File: src/rtl/fetch_pkg.sv
// Shared types and constants for the fetch_tr instruction-fetch stage.
//   INSTR_W       : instruction / address width
//   PC_INC        : byte stride between sequential fetches
//   fetch_entry_t : FIFO payload {instr, pc}
//   align_pc()    : clears the byte-offset bits of an address
package fetch_pkg;

   localparam int unsigned INSTR_W = 32;
   localparam int unsigned PC_INC  = 4;

   typedef struct packed {
      logic [INSTR_W-1:0] instr;
      logic [INSTR_W-1:0] pc;
   } fetch_entry_t;

   function automatic logic [INSTR_W-1:0] align_pc(input logic [INSTR_W-1:0] addr);
      return {addr[INSTR_W-1:2], 2'b00};
   endfunction

endpackage

File: src/rtl/fetch_tr_if.sv
// Fetch-stage bus bundle: instruction-memory request/response plus the
// TR valid/ready handshake toward decode/execute.
//   master : the fetch stage (drives imem_req/imem_addr, TR/tr_valid/tr_pc)
//   slave  : memory + consumer side (drives imem_rvalid/imem_rdata, tr_ready)
interface fetch_tr_if;
   import fetch_pkg::*;

   logic               imem_req;
   logic [INSTR_W-1:0] imem_addr;
   logic               imem_rvalid;
   logic [INSTR_W-1:0] imem_rdata;
   logic [INSTR_W-1:0] TR;
   logic               tr_valid;
   logic               tr_ready;
   logic [INSTR_W-1:0] tr_pc;

   modport master (
      output imem_req, imem_addr, TR, tr_valid, tr_pc,
      input  imem_rvalid, imem_rdata, tr_ready
   );

   modport slave (
      input  imem_req, imem_addr, TR, tr_valid, tr_pc,
      output imem_rvalid, imem_rdata, tr_ready
   );

endinterface

File: src/rtl/fetch_fifo.sv
// Instruction FIFO for the fetch stage.
//   clk, rst_n : clock, async active-low reset
//   flush      : synchronous clear, wins over push/pop
//   push/data  : write one entry (ignored when full unless popping too)
//   pop        : drop the head entry (ignored when empty)
//   head/valid : head entry and non-empty flag
//   count      : number of stored entries
module fetch_fifo
   import fetch_pkg::*;
#(
   parameter int unsigned DEPTH = 4
) (
   input  logic                         clk,
   input  logic                         rst_n,
   input  logic                         flush,
   input  logic                         push,
   input  fetch_entry_t                 push_data,
   input  logic                         pop,
   output fetch_entry_t                 head,
   output logic                         valid,
   output logic [$clog2(DEPTH):0]       count
);

   localparam int unsigned PTR_W = $clog2(DEPTH);
   localparam int unsigned CNT_W = PTR_W + 1;

   fetch_entry_t     mem [DEPTH];
   logic [PTR_W-1:0] wr_ptr;
   logic [PTR_W-1:0] rd_ptr;
   logic             do_push;
   logic             do_pop;

   // Pop only real data; push at full is allowed when the head leaves the same cycle.
   assign do_pop  = pop && (count != '0);
   assign do_push = push && ((count != CNT_W'(DEPTH)) || do_pop);

   // Pointer and occupancy state.
   always_ff @(posedge clk or negedge rst_n) begin
      if (!rst_n) begin
         wr_ptr <= '0;
         rd_ptr <= '0;
         count  <= '0;
      end else if (flush) begin
         wr_ptr <= '0;
         rd_ptr <= '0;
         count  <= '0;
      end else begin
         if (do_push) wr_ptr <= PTR_W'(wr_ptr + 1'b1);
         if (do_pop)  rd_ptr <= PTR_W'(rd_ptr + 1'b1);
         count <= CNT_W'(count + CNT_W'(do_push) - CNT_W'(do_pop));
      end
   end

   // Storage needs no reset; valid gates every read.
   always_ff @(posedge clk) begin
      if (do_push && !flush) mem[wr_ptr] <= push_data;
   end

   assign head  = mem[rd_ptr];
   assign valid = (count != '0);

endmodule

File: src/rtl/fetch_tr.sv
// Instruction-fetch stage: owns the PC, issues in-order word reads to
// instruction memory, buffers returned words and presents them as TR.
//   clk, rst_n  : clock, async active-low reset
//   bus         : fetch_tr_if.master (imem request/response, TR handshake)
//   redirect    : load redirect_pc and flush buffered / in-flight fetches
//   redirect_pc : redirect target (low two bits ignored)
// Optional (macro FETCH_PERF_EN): perf_fetched / perf_stall saturating
// counters of popped instructions and starved-consumer cycles.
module fetch_tr
   import fetch_pkg::*;
#(
   parameter int unsigned        DEPTH    = 4,
   parameter int unsigned        MAX_OUT  = 2,
   parameter logic [INSTR_W-1:0] RESET_PC = 32'h0000_0000
) (
   input  logic               clk,
   input  logic               rst_n,
   fetch_tr_if.master         bus,
   input  logic               redirect,
   input  logic [INSTR_W-1:0] redirect_pc
`ifdef FETCH_PERF_EN
   ,
   output logic [31:0]        perf_fetched,
   output logic [31:0]        perf_stall
`endif
);

   localparam int unsigned CNT_W = $clog2(DEPTH) + 1;
   localparam int unsigned OUT_W = $clog2(MAX_OUT + 1);

   logic [INSTR_W-1:0] pc;
   logic [INSTR_W-1:0] rsp_pc;
   logic [OUT_W-1:0]   outstanding;
   logic [OUT_W-1:0]   drop;
   logic [CNT_W-1:0]   count;
   logic               issue;
   logic               resp;
   logic               push;
   logic               pop;
   logic               head_valid;
   fetch_entry_t       head;

   // Issue only when every in-flight word is guaranteed a FIFO slot.
   // rst_n gates the request so it falls immediately on reset assertion.
   assign issue = rst_n && !redirect
                  && (32'(outstanding) < MAX_OUT)
                  && (32'(count) + 32'(outstanding) < DEPTH);

   // Stray rvalid with nothing outstanding is ignored.
   assign resp = bus.imem_rvalid && (outstanding != '0);
   assign push = resp && (drop == '0) && !redirect;
   assign pop  = head_valid && bus.tr_ready;

   // PC, outstanding-request and stale-response bookkeeping.
   // rsp_pc tracks the address of the next kept response: after a redirect
   // every surviving response is sequential from the new target.
   always_ff @(posedge clk or negedge rst_n) begin
      if (!rst_n) begin
         pc          <= RESET_PC;
         rsp_pc      <= RESET_PC;
         outstanding <= '0;
         drop        <= '0;
      end else begin
         if (redirect)   pc <= align_pc(redirect_pc);
         else if (issue) pc <= pc + 32'(PC_INC);

         outstanding <= OUT_W'(outstanding + OUT_W'(issue) - OUT_W'(resp));

         // Everything still in flight after this edge is stale.
         if (redirect)                 drop <= OUT_W'(outstanding - OUT_W'(resp));
         else if (resp && drop != '0)  drop <= OUT_W'(drop - 1'b1);

         if (redirect)  rsp_pc <= align_pc(redirect_pc);
         else if (push) rsp_pc <= rsp_pc + 32'(PC_INC);
      end
   end

   fetch_fifo #(.DEPTH(DEPTH)) u_fifo (
      .clk       (clk),
      .rst_n     (rst_n),
      .flush     (redirect),
      .push      (push),
      .push_data ('{instr: bus.imem_rdata, pc: rsp_pc}),
      .pop       (pop),
      .head      (head),
      .valid     (head_valid),
      .count     (count)
   );

   assign bus.imem_req  = issue;
   assign bus.imem_addr = pc;
   assign bus.tr_valid  = head_valid;
   assign bus.TR        = head_valid ? head.instr : '0;
   assign bus.tr_pc     = head_valid ? head.pc    : '0;

`ifdef FETCH_PERF_EN
   // Saturating performance counters.
   always_ff @(posedge clk or negedge rst_n) begin
      if (!rst_n) begin
         perf_fetched <= '0;
         perf_stall   <= '0;
      end else begin
         if (pop && perf_fetched != '1) perf_fetched <= perf_fetched + 32'd1;
         if (bus.tr_ready && !head_valid && perf_stall != '1) perf_stall <= perf_stall + 32'd1;
      end
   end
`endif

endmodule

File: src/flat_wrapper.sv
// flat-port wrapper written by rule: the top's interface ports become plain ports
module fetch_tr_flat import fetch_pkg::*;
#(
   parameter int unsigned        DEPTH    = 4,
   parameter int unsigned        MAX_OUT  = 2,
   parameter logic [INSTR_W-1:0] RESET_PC = 32'h0000_0000
)
  (clk, rst_n, redirect, redirect_pc, bus_imem_req, bus_imem_addr, bus_TR, bus_tr_valid, bus_tr_pc, bus_imem_rvalid, bus_imem_rdata, bus_tr_ready);
  fetch_tr_if bus_i ();
  input  logic clk;
  input  logic rst_n;
  input  logic redirect;
  input  logic [INSTR_W-1:0] redirect_pc;
  output wire logic [$bits(bus_i.imem_req)-1:0] bus_imem_req;
  output wire logic [$bits(bus_i.imem_addr)-1:0] bus_imem_addr;
  output wire logic [$bits(bus_i.TR)-1:0] bus_TR;
  output wire logic [$bits(bus_i.tr_valid)-1:0] bus_tr_valid;
  output wire logic [$bits(bus_i.tr_pc)-1:0] bus_tr_pc;
  input wire logic [$bits(bus_i.imem_rvalid)-1:0] bus_imem_rvalid;
  input wire logic [$bits(bus_i.imem_rdata)-1:0] bus_imem_rdata;
  input wire logic [$bits(bus_i.tr_ready)-1:0] bus_tr_ready;
  assign bus_imem_req = bus_i.imem_req;
  assign bus_imem_addr = bus_i.imem_addr;
  assign bus_TR = bus_i.TR;
  assign bus_tr_valid = bus_i.tr_valid;
  assign bus_tr_pc = bus_i.tr_pc;
  assign bus_i.imem_rvalid = bus_imem_rvalid;
  assign bus_i.imem_rdata = bus_imem_rdata;
  assign bus_i.tr_ready = bus_tr_ready;
  fetch_tr #(.DEPTH(DEPTH), .MAX_OUT(MAX_OUT), .RESET_PC(RESET_PC)) u_core (.clk(clk), .rst_n(rst_n), .bus(bus_i), .redirect(redirect), .redirect_pc(redirect_pc));
endmodule
File: config.mk
export PLATFORM = sky130hd
export DESIGN_NAME = fetch_tr_flat
export DESIGN_NICKNAME = d
export VERILOG_FILES = /design/src/rtl/fetch_pkg.sv /design/src/rtl/fetch_tr_if.sv /design/src/rtl/fetch_fifo.sv /design/src/rtl/fetch_tr.sv /design/src/flat_wrapper.sv
export SDC_FILE = /design/constraint.sdc
export NUM_CORES = 1
export LEC_CHECK = 0
export ABC_AREA = 1
export BUFFER_PORTS_ARGS = -buffer_cell sky130_fd_sc_hd__buf_2
export CORE_MARGIN = 2
export CORE_UTILIZATION = 35
export CTS_BUF_LIST = sky130_fd_sc_hd__clkbuf_16
export CTS_CLUSTER_DIAMETER = 30
export CTS_CLUSTER_SIZE = 28
export DETAILED_ROUTE_END_ITERATION = 6
export PLACE_DENSITY = 0.57
export SYNTH_ARGS = -nofsm -noshare
export SYNTH_HDL_FRONTEND = slang
export SYNTH_HIERARCHICAL = 1
export SYNTH_SLANG_ARGS = --single-unit
File: constraint.sdc
create_clock -name clk -period 4.09 [get_ports clk]
set_input_delay 0.2045 -clock clk [delete_from_list [all_inputs] [get_ports clk]]
set_output_delay 0.2045 -clock clk [all_outputs]
set_load 0.02 [all_outputs]
==> impl_metrics.csv, run 1 <==
group,metric,value,unit
outcome,status,"complete, no violations",
sta,holdWs,0.0308,ns
power_and_ir_drop,p_leak,8.21,nW
global_routing,grt_pass1_vias,11300,
place,hpwl,22800,um
die,core,42000,um2
critical_path,crit_family,"buffers and inverters",
global_routing,antenna_found_initial,0,
logic_synthesis,synth-async-reset-ratio,21.7,%
critical_path,rr_startpoint,"u_core/u_fifo/count[1]$_DFF_PN0_",
drt,drt_iter0_drc,662,
layout,area_growth,27.8,%
drt,viasPerCell,4.88,
critical_path,crit_buf_inv,4,
place,gp_congestion,0.834,
power_and_ir_drop,ir_worst_vdd,0.301,mV
drt,drtPass1Iterations,5,
sta,finalSetupViolCount,0,
min_path,hold_class,"in -> reg",
logic_synthesis,synth.top_cells.by_count,"311 x nand2_1, 256 x edfxtp_1, 186 x nor2_1",
power_and_ir_drop,p_per_area,568,nW/um2
drt,top_layer_used,"met4",
global_routing,grt_max_degree,81,
logic_synthesis,synthDominantCellAreaShare,51.4,%
logic_synthesis,synth_top_area_cell,"edfxtp_1",
clocking,tritoncts,"built",
run,maxCapViolCount,0,
die,initial_core_util,35.6,%
sta,finClkSkew,0.0292,ns
logic_synthesis,synth_area,15000,um2
sta,setup_slack,0.915,ns
critical_path,crit_slowest_cell,"dfrtp_4",
clocking,cts_buffers,70,
drt,drc_errors,0,
sta,relSlewSlack,42.2,%
drt,met2_wirelength,17600,um
die,dieHeight,211,um
critical_path,startpoint,"u_core/u_fifo/rd_ptr[0]$_DFFE_PN0P_",
logic_synthesis,ys_ff_latch,327,
logic_synthesis,syn_area_per_cell,10.1,um2
drt,antenna_left,0,
clocking,clock_path_buffers,3,
die,num_rows,75,
layout,drive_above_1_share,18.9,%
critical_path,critPathKind,"reg -> out",
drt,wl_met1,17200,um
logic_synthesis,synthCells,1477,
drt,num_vias,11300,
logic_synthesis,synthTopCellsByArea,"edfxtp_1 51%, dfrtp_1 12%, nand2_1 7.8%",
min_path,min-delay-start,"redirect_pc[3]",
sta,max_freq,315,MHz
drt,routedWlPerCell,16.3,um
logic_synthesis,synth_seq_area_share,63.3,%
power_and_ir_drop,p_sw,0.00306,W
clocking,clockRootBuffer,"clkbuf_16",
global_routing,track_usage,17.2,%
layout,fill_cells,3945,
logic_synthesis,synthMostInstantiatedCell,"nand2_1",
global_routing,grt_pass1_wl,60100,um
layout,final_net_count,1809,
sta,setup_tns,0,ns
power_and_ir_drop,sequentialPowerShare,38.6,%
sta,finalHoldViolations,0,
logic_synthesis,synth_edf_count,256,
critical_path,end_kind,"output port",
place,place_inst,2139,
clocking,cts.sinks,327,
clocking,cts_resized,0,
layout,n_antenna_cell,0,
critical_path,max_stage_delay,0.70,ns
drt,dr_wl_met3,2160,um
sta,period_minus_slack,3.17,ns
drt,wl,37900,um
clocking,clock_latency,0.56,ns
die,die-area,44400,um2
die,die_x,211,um
power_and_ir_drop,intPower,0.00780,W
place,dp_slack,1.48,ns
layout,register_area,9470,um2
power_and_ir_drop,clock_power_share,48.3,%
critical_path,worstPathMaxFanout,66,
sta,worstMarginPinSlew,0.865,ns
layout,multi_input_area,4570,um2
power_and_ir_drop,power_switching_share,28.2,%
power_and_ir_drop,combPwrFrac,13.2,%
sta,grt_setup_unrepaired,"no",
logic_synthesis,synth_warnings,6,
critical_path,setup.worst_path.start_class,"register",
critical_path,crit_required,3.89,ns
critical_path,path_cells,"inv_4 > buf_12 > o21ai_1 > o22ai_1 > nand2_1 > inv_1 > buf_2",
logic_synthesis,synth_cell_types,41,
clocking,htree_levels,3,
layout,fin_cells,2322,
clocking,cts.clk_slew.worst_paths,0.05,ns
die,io_pins,167,
place,portBuffers,162,
global_routing,grt_overflow,0,
critical_path,critical_path_arrival,2.97,ns
sta,fin_crit_sh,77.6,%
sta,slew_violations,0,
logic_synthesis,synth_ff_type,"edfxtp_1",
-- stage by stage --
step / total power (W) / area (um2) / util, %
floorplan: 0.00508 / 15000 / -
global placement: 0.00561 / 16300 / 38.8
detailed placement: 0.00564 / 16300 / 38.8
CTS: 0.0110 / 19100 / 45.5
global route: 0.0114 / 19100 / 45.5
finish: 0.0109 / 19100 / 45.5
-- cell type report --
class / instances / share of cell area (%)
Clock inverter: 57 / 2.66
Multi-Input combinational cell: 931 / 23.9
Timing Repair Buffer: 233 / 7.97
Inverter: 165 / 3.25
Sequential cell: 327 / 49.5
Tap cell: 539 / 3.53
Clock buffer: 70 / 9.16
-- power by group through the flow --
stage               Clock, W  Sequential, W  Combinational [W]
detailed placement         0        0.00424            0.00140
floorplan                  0        0.00420           0.000880
global route         0.00553        0.00423            0.00161
finish               0.00524        0.00419            0.00143
global placement           0        0.00423            0.00138
CTS                  0.00534        0.00419            0.00145
-- timing repair --
action / CTS / global route
setup buffers: 0 / 0
hold endpoints to repair: 181 / 0
hold buffers: 56 / 0
endpoints found under the setup margin: 0 / 0
-- cell usage in the layout, fill, tap and decap left out, types with 3 or more instances in the layout --
cell,netlist,layout
nand3_1,72,72
o21bai_1,5,5
nand2_2,2,3
buf_12,0,3
conb_1,1,10
o211ai_1,12,12
o22ai_1,54,54
a21oi_1,10,10
inv_6,0,5
dfrtp_1,71,69
clkinv_2,0,12
nor2_2,15,15
edfxtp_1,256,256
nand3_2,5,5
clkinv_4,0,8
a31oi_1,3,3
nor2_1,186,182
inv_2,3,4
bufinv_16,0,5
o21ai_0,106,106
buf_2,16,161
clkinv_1,2,6
nor2_4,5,9
o22ai_2,10,10
clkbuf_16,0,70
nand4_1,18,18
dlygate4sd3_1,0,56
clkinvlp_4,0,4
xor2_1,17,17
nand2_1,311,310
ha_1,11,11
nor3_1,9,9
o21ai_1,50,50
buf_4,8,13
xnor2_1,8,8
inv_1,159,173
-- flip-flops by register name (all words and copies together) (netlist names) --
| name | flops |
|---|---|
| u_core/u_fifo/wr_ptr | 2 |
| u_core/rsp_pc | 30 |
| u_core/u_fifo/rd_ptr | 2 |
| u_core/drop | 2 |
| u_core/u_fifo/mem | 256 |
| u_core/outstanding | 2 |
| u_core/u_fifo/count | 3 |
| u_core/bus.imem_addr | 30 |
-- worst reg2reg max path, cell delays in order, from the launching register on --
cell and delay [ns]:
dfrtp_1 0.48, nor2_1 0.10, nand2_2 0.08, nand2_1 0.05
inv_1 0.11, nor2_1 0.07, nand2_1 0.14, nand3_1 0.33
nor2_4 0.36, buf_12 0.38
-- worst paths after layout --
check	depth (start not counted)	slack, ns	endpoint
setup / recovery	7	0.92	bus_tr_pc[20]
hold / removal	3	0.03	u_core/rsp_pc[3]$_DFFE_PN0P_
setup reg to reg	9	1.61	u_core/u_fifo/mem[2][0]$_DFFE_PP_
hold reg to reg	2	0.54	u_core/drop[1]$_DFFE_PN0P_
max in group asynchronous	3	2.89	u_core/u_fifo/rd_ptr[0]$_DFFE_PN0P_
min in group asynchronous	2	0.06	u_core/bus.imem_addr[28]$_DFFE_PN0P_
-- kinds of logic (layout without fill, tap and decap cells) --
family / count (synthesis) / count (layout) / synth area share, %
simple gates: 628 / 628 / 17.6
flops: 327 / 327 / 63.3
compound gates: 256 / 256 / 9.96
buf+inv: 228 / 525 / 6.62
xor+xnor: 25 / 25 / 1.46
fa+ha+maj: 12 / 12 / 1.05
other cells: 1 / 10 / 0.0251
-- layer usage --
layer	GRT usage [%]	vias up
li1	-	5528
met1	23.3	5382
met2	28.0	344
met3	3.18	69
met4	5.90	0
met5	0	-
Note: power is estimated with default switching activity, not from simulation.
==> inputs of run 2 (changes only) <==
--- a/config.mk
+++ b/config.mk
@@ -5,7 +5,7 @@
 export SDC_FILE = /design/constraint.sdc
 export NUM_CORES = 1
 export LEC_CHECK = 0
-export ABC_AREA = 1
+export ABC_AREA = 0
 export BUFFER_PORTS_ARGS = -buffer_cell sky130_fd_sc_hd__buf_2
 export CORE_MARGIN = 2
 export CORE_UTILIZATION = 35
@@ -13,7 +13,7 @@
 export CTS_CLUSTER_DIAMETER = 30
 export CTS_CLUSTER_SIZE = 28
 export DETAILED_ROUTE_END_ITERATION = 6
-export PLACE_DENSITY = 0.57
+export PLACE_DENSITY = 0.56
 export SYNTH_ARGS = -nofsm -noshare
 export SYNTH_HDL_FRONTEND = slang
 export SYNTH_HIERARCHICAL = 1
==> constraint.sdc (replaced) <==
create_clock -name clk -period 3.25 [get_ports clk]
set_input_delay 0.1625 -clock clk [delete_from_list [all_inputs] [get_ports clk]]
set_output_delay 0.1625 -clock clk [all_outputs]
set_load 0.02 [all_outputs]
==> run 2 against run 1 <==
Compared with the run above:
- combinational power shrank 20%
- hold slack improved by 0.026 ns
- non-clock buffer count grew 15
- global-route usage shrank 1.2 points
- critical path depth down 1
- clock power is 43% higher
- critical path type unchanged
==> impl_metrics.csv, run 2 <==
group,metric,value,unit
power_and_ir_drop,p_per_area,730,nW/um2
logic_synthesis,synth_warnings,6,
clocking,clockRootBuffer,"clkbuf_16",
power_and_ir_drop,ir_worst_vdd,0.361,mV
sta,period_minus_slack,2.76,ns
logic_synthesis,synthCells,831,
drt,antenna_left,0,
die,die-area,40900,um2
sta,setup_slack,0.488,ns
place,hpwl,20000,um
place,portBuffers,162,
critical_path,setup.worst_path.start_class,"register",
drt,drt_iter0_drc,441,
clocking,clock_latency,0.56,ns
sta,finClkSkew,0.0255,ns
logic_synthesis,synth_edf_count,256,
sta,finalHoldViolations,0,
drt,routedWlPerCell,19.0,um
die,num_rows,72,
layout,final_cell_mix,"256 x edfxtp_1, 162 x buf_2, 77 x clkbuf_16, 68 x dfrtp_1",
logic_synthesis,syn_area_per_cell,16.5,um2
critical_path,max_stage_delay,0.48,ns
sta,worstMarginPinSlew,0.731,ns
drt,num_vias,8464,
critical_path,crit_slowest_cell,"dfrtp_2",
layout,n_antenna_cell,0,
layout,final_net_count,1207,
logic_synthesis,ys_ff_latch,327,
logic_synthesis,synth_ff_type,"edfxtp_1",
critical_path,path_cells,"ha_1 > nor4b_1 > nand3_1 > buf_4 > inv_1 > buf_2",
logic_synthesis,synth-async-reset-ratio,21.7,%
logic_synthesis,synth_area,13800,um2
clocking,postCtsSetupBuffers,0,
global_routing,grt_pass1_wl,50500,um
layout,largest_reg_flops,256,
logic_synthesis,synth_seq_area_share,68.8,%
logic_synthesis,synthMostInstantiatedCell,"edfxtp_1",
die,initial_core_util,35.5,%
sta,finalSetupViolCount,0,
sta,slew_violations,0,
clocking,htree_levels,3,
global_routing,antenna_found_initial,1,
die,io_pins,167,
place,dp_slack,0.571,ns
sta,fin_crit_sh,85.0,%
outcome,status,"complete, no violations",
logic_synthesis,synth.top_cells.by_count,"256 x edfxtp_1, 71 x dfrtp_1, 65 x and2_1",
clocking,cts.sinks,327,
drt,drc_errors,0,
clocking,clock_path_buffers,3,
drt,wl,32200,um
sta,relSlewSlack,51.1,%
global_routing,grt_pass1_vias,8878,
sta,max_freq,362,MHz
global_routing,grt_overflow,0,
clocking,tritoncts,"built",
clocking,postCtsHoldBufs,63,
place,gp_congestion,0.830,
critical_path,end_kind,"output port",
layout,layout_commonest_cell,"edfxtp_1",
drt,viasPerCell,4.98,
layout,area_growth,35.0,%
global_routing,grt_max_degree,66,
die,core,38700,um2
critical_path,critical_path_arrival,2.60,ns
power_and_ir_drop,power,0.0136,W
layout,final_cell_area,18600,um2
layout,drive_above_1_share,34.3,%
min_path,hold_class,"in -> reg",
logic_synthesis,synth_cell_types,61,
critical_path,critPathKind,"reg -> out",
logic_synthesis,synthDominantCellAreaShare,55.9,%
clocking,cts_resized,0,
clocking,cts_buffers,74,
clocking,cts.clk_slew.worst_paths,0.04,ns
critical_path,crit_required,3.09,ns
power_and_ir_drop,p_leak,6.94,nW
run,maxCapViolCount,0,
critical_path,worstPathMaxFanout,13,
global_routing,track_usage,16.0,%
logic_synthesis,synthTopCellsByArea,"edfxtp_1 56%, dfrtp_1 13%, mux4_2 10%",
die,die_x,202,um
die,dieHeight,202,um
drt,drtPass1Iterations,5,
place,dpl-instance-area,15400,um2
layout,max_flop_register,"u_core/u_fifo/mem",
logic_synthesis,synth_top_area_cell,"edfxtp_1",
sta,grt_setup_unrepaired,"no",
critical_path,reg2reg_slack,0.58,ns
sta,setup_tns,0,ns
## run 2: critical path, delay by kind of cell, from the launching register on
| family | cells | cell delay [ns] |
|---|---|---|
| fa+ha+maj | 1 | 0.22 |
| buf+inv | 3 | 0.82 |
| flops | 1 | 0.48 |
| simple gates | 2 | 0.53 |
## run 2: where the power goes
part           switching (W)  internal, W  total (W)  leakage (nW)
Sequential          0.000199      0.00472    0.00491          3.15
Combinational       0.000684     0.000464    0.00115          2.55
Clock                0.00227      0.00523    0.00750          1.25
Total                0.00316       0.0104     0.0136          6.94
## run 2: area by class of cell
cell class | count | area (um2)
inverters | 22 | 82.6
repair buffers | 248 | 1680
fillers | 3387 | 20200
multi-input cells | 453 | 4140
flip-flops and latches | 327 | 9470
well taps | 518 | 648
clock inverters | 55 | 628
clock buffers | 77 | 1930
## run 2: path summary, 6_finish.rpt
check,start,end,cells after the start
max,u_core/u_fifo/count[1]$_DFF_PN0_,bus_imem_req,6
min,redirect,u_core/u_fifo/count[1]$_DFF_PN0_,2
max reg2reg,u_core/drop[1]$_DFFE_PN0P_,u_core/u_fifo/count[2]$_DFF_PN0_,12
min reg2reg,u_core/rsp_pc[31]$_DFFE_PN0P_,u_core/u_fifo/mem[2][31]$_DFFE_PP_,0
max in group asynchronous,rst_n,u_core/u_fifo/count[1]$_DFF_PN0_,3
min in group asynchronous,rst_n,u_core/rsp_pc[7]$_DFFE_PN0P_,2
## run 2: per-stage QoR
stage / instances / hold slack, ns / util (%)
floorplan: 840 / -0.133 / -
global placement: 1505 / 0.0612 / 39.7
detailed placement: 1505 / 0.0574 / 39.7
CTS: 1700 / 0.0476 / 47.9
global route: 1700 / 0.0553 / 47.9
finish: 1700 / 0.0567 / 47.9
## run 2: logic make-up after synthesis
logic type | synth area share, %
flops | 68.8
simple gates | 9.47
mux | 12.1
compound gates | 3.87
buf+inv | 1.96
xor+xnor | 2.61
fa+ha+maj | 1.15
other cells | 0.0273
## run 2: per-layer routing
| layer | part of all wire, % | routed length [um] | track usage [%] | vias to the layer above |
|---|---|---|---|---|
| li1 | - | - | - | 3856 |
| met1 | 45 | 14600 | 21.9 | 4266 |
| met2 | 47 | 15100 | 25.2 | 298 |
| met3 | 6.2 | 2010 | 3.87 | 42 |
| met4 | 1.6 | 520 | 5.11 | 2 |
| met5 | 0.037 | 12 | 0 | - |
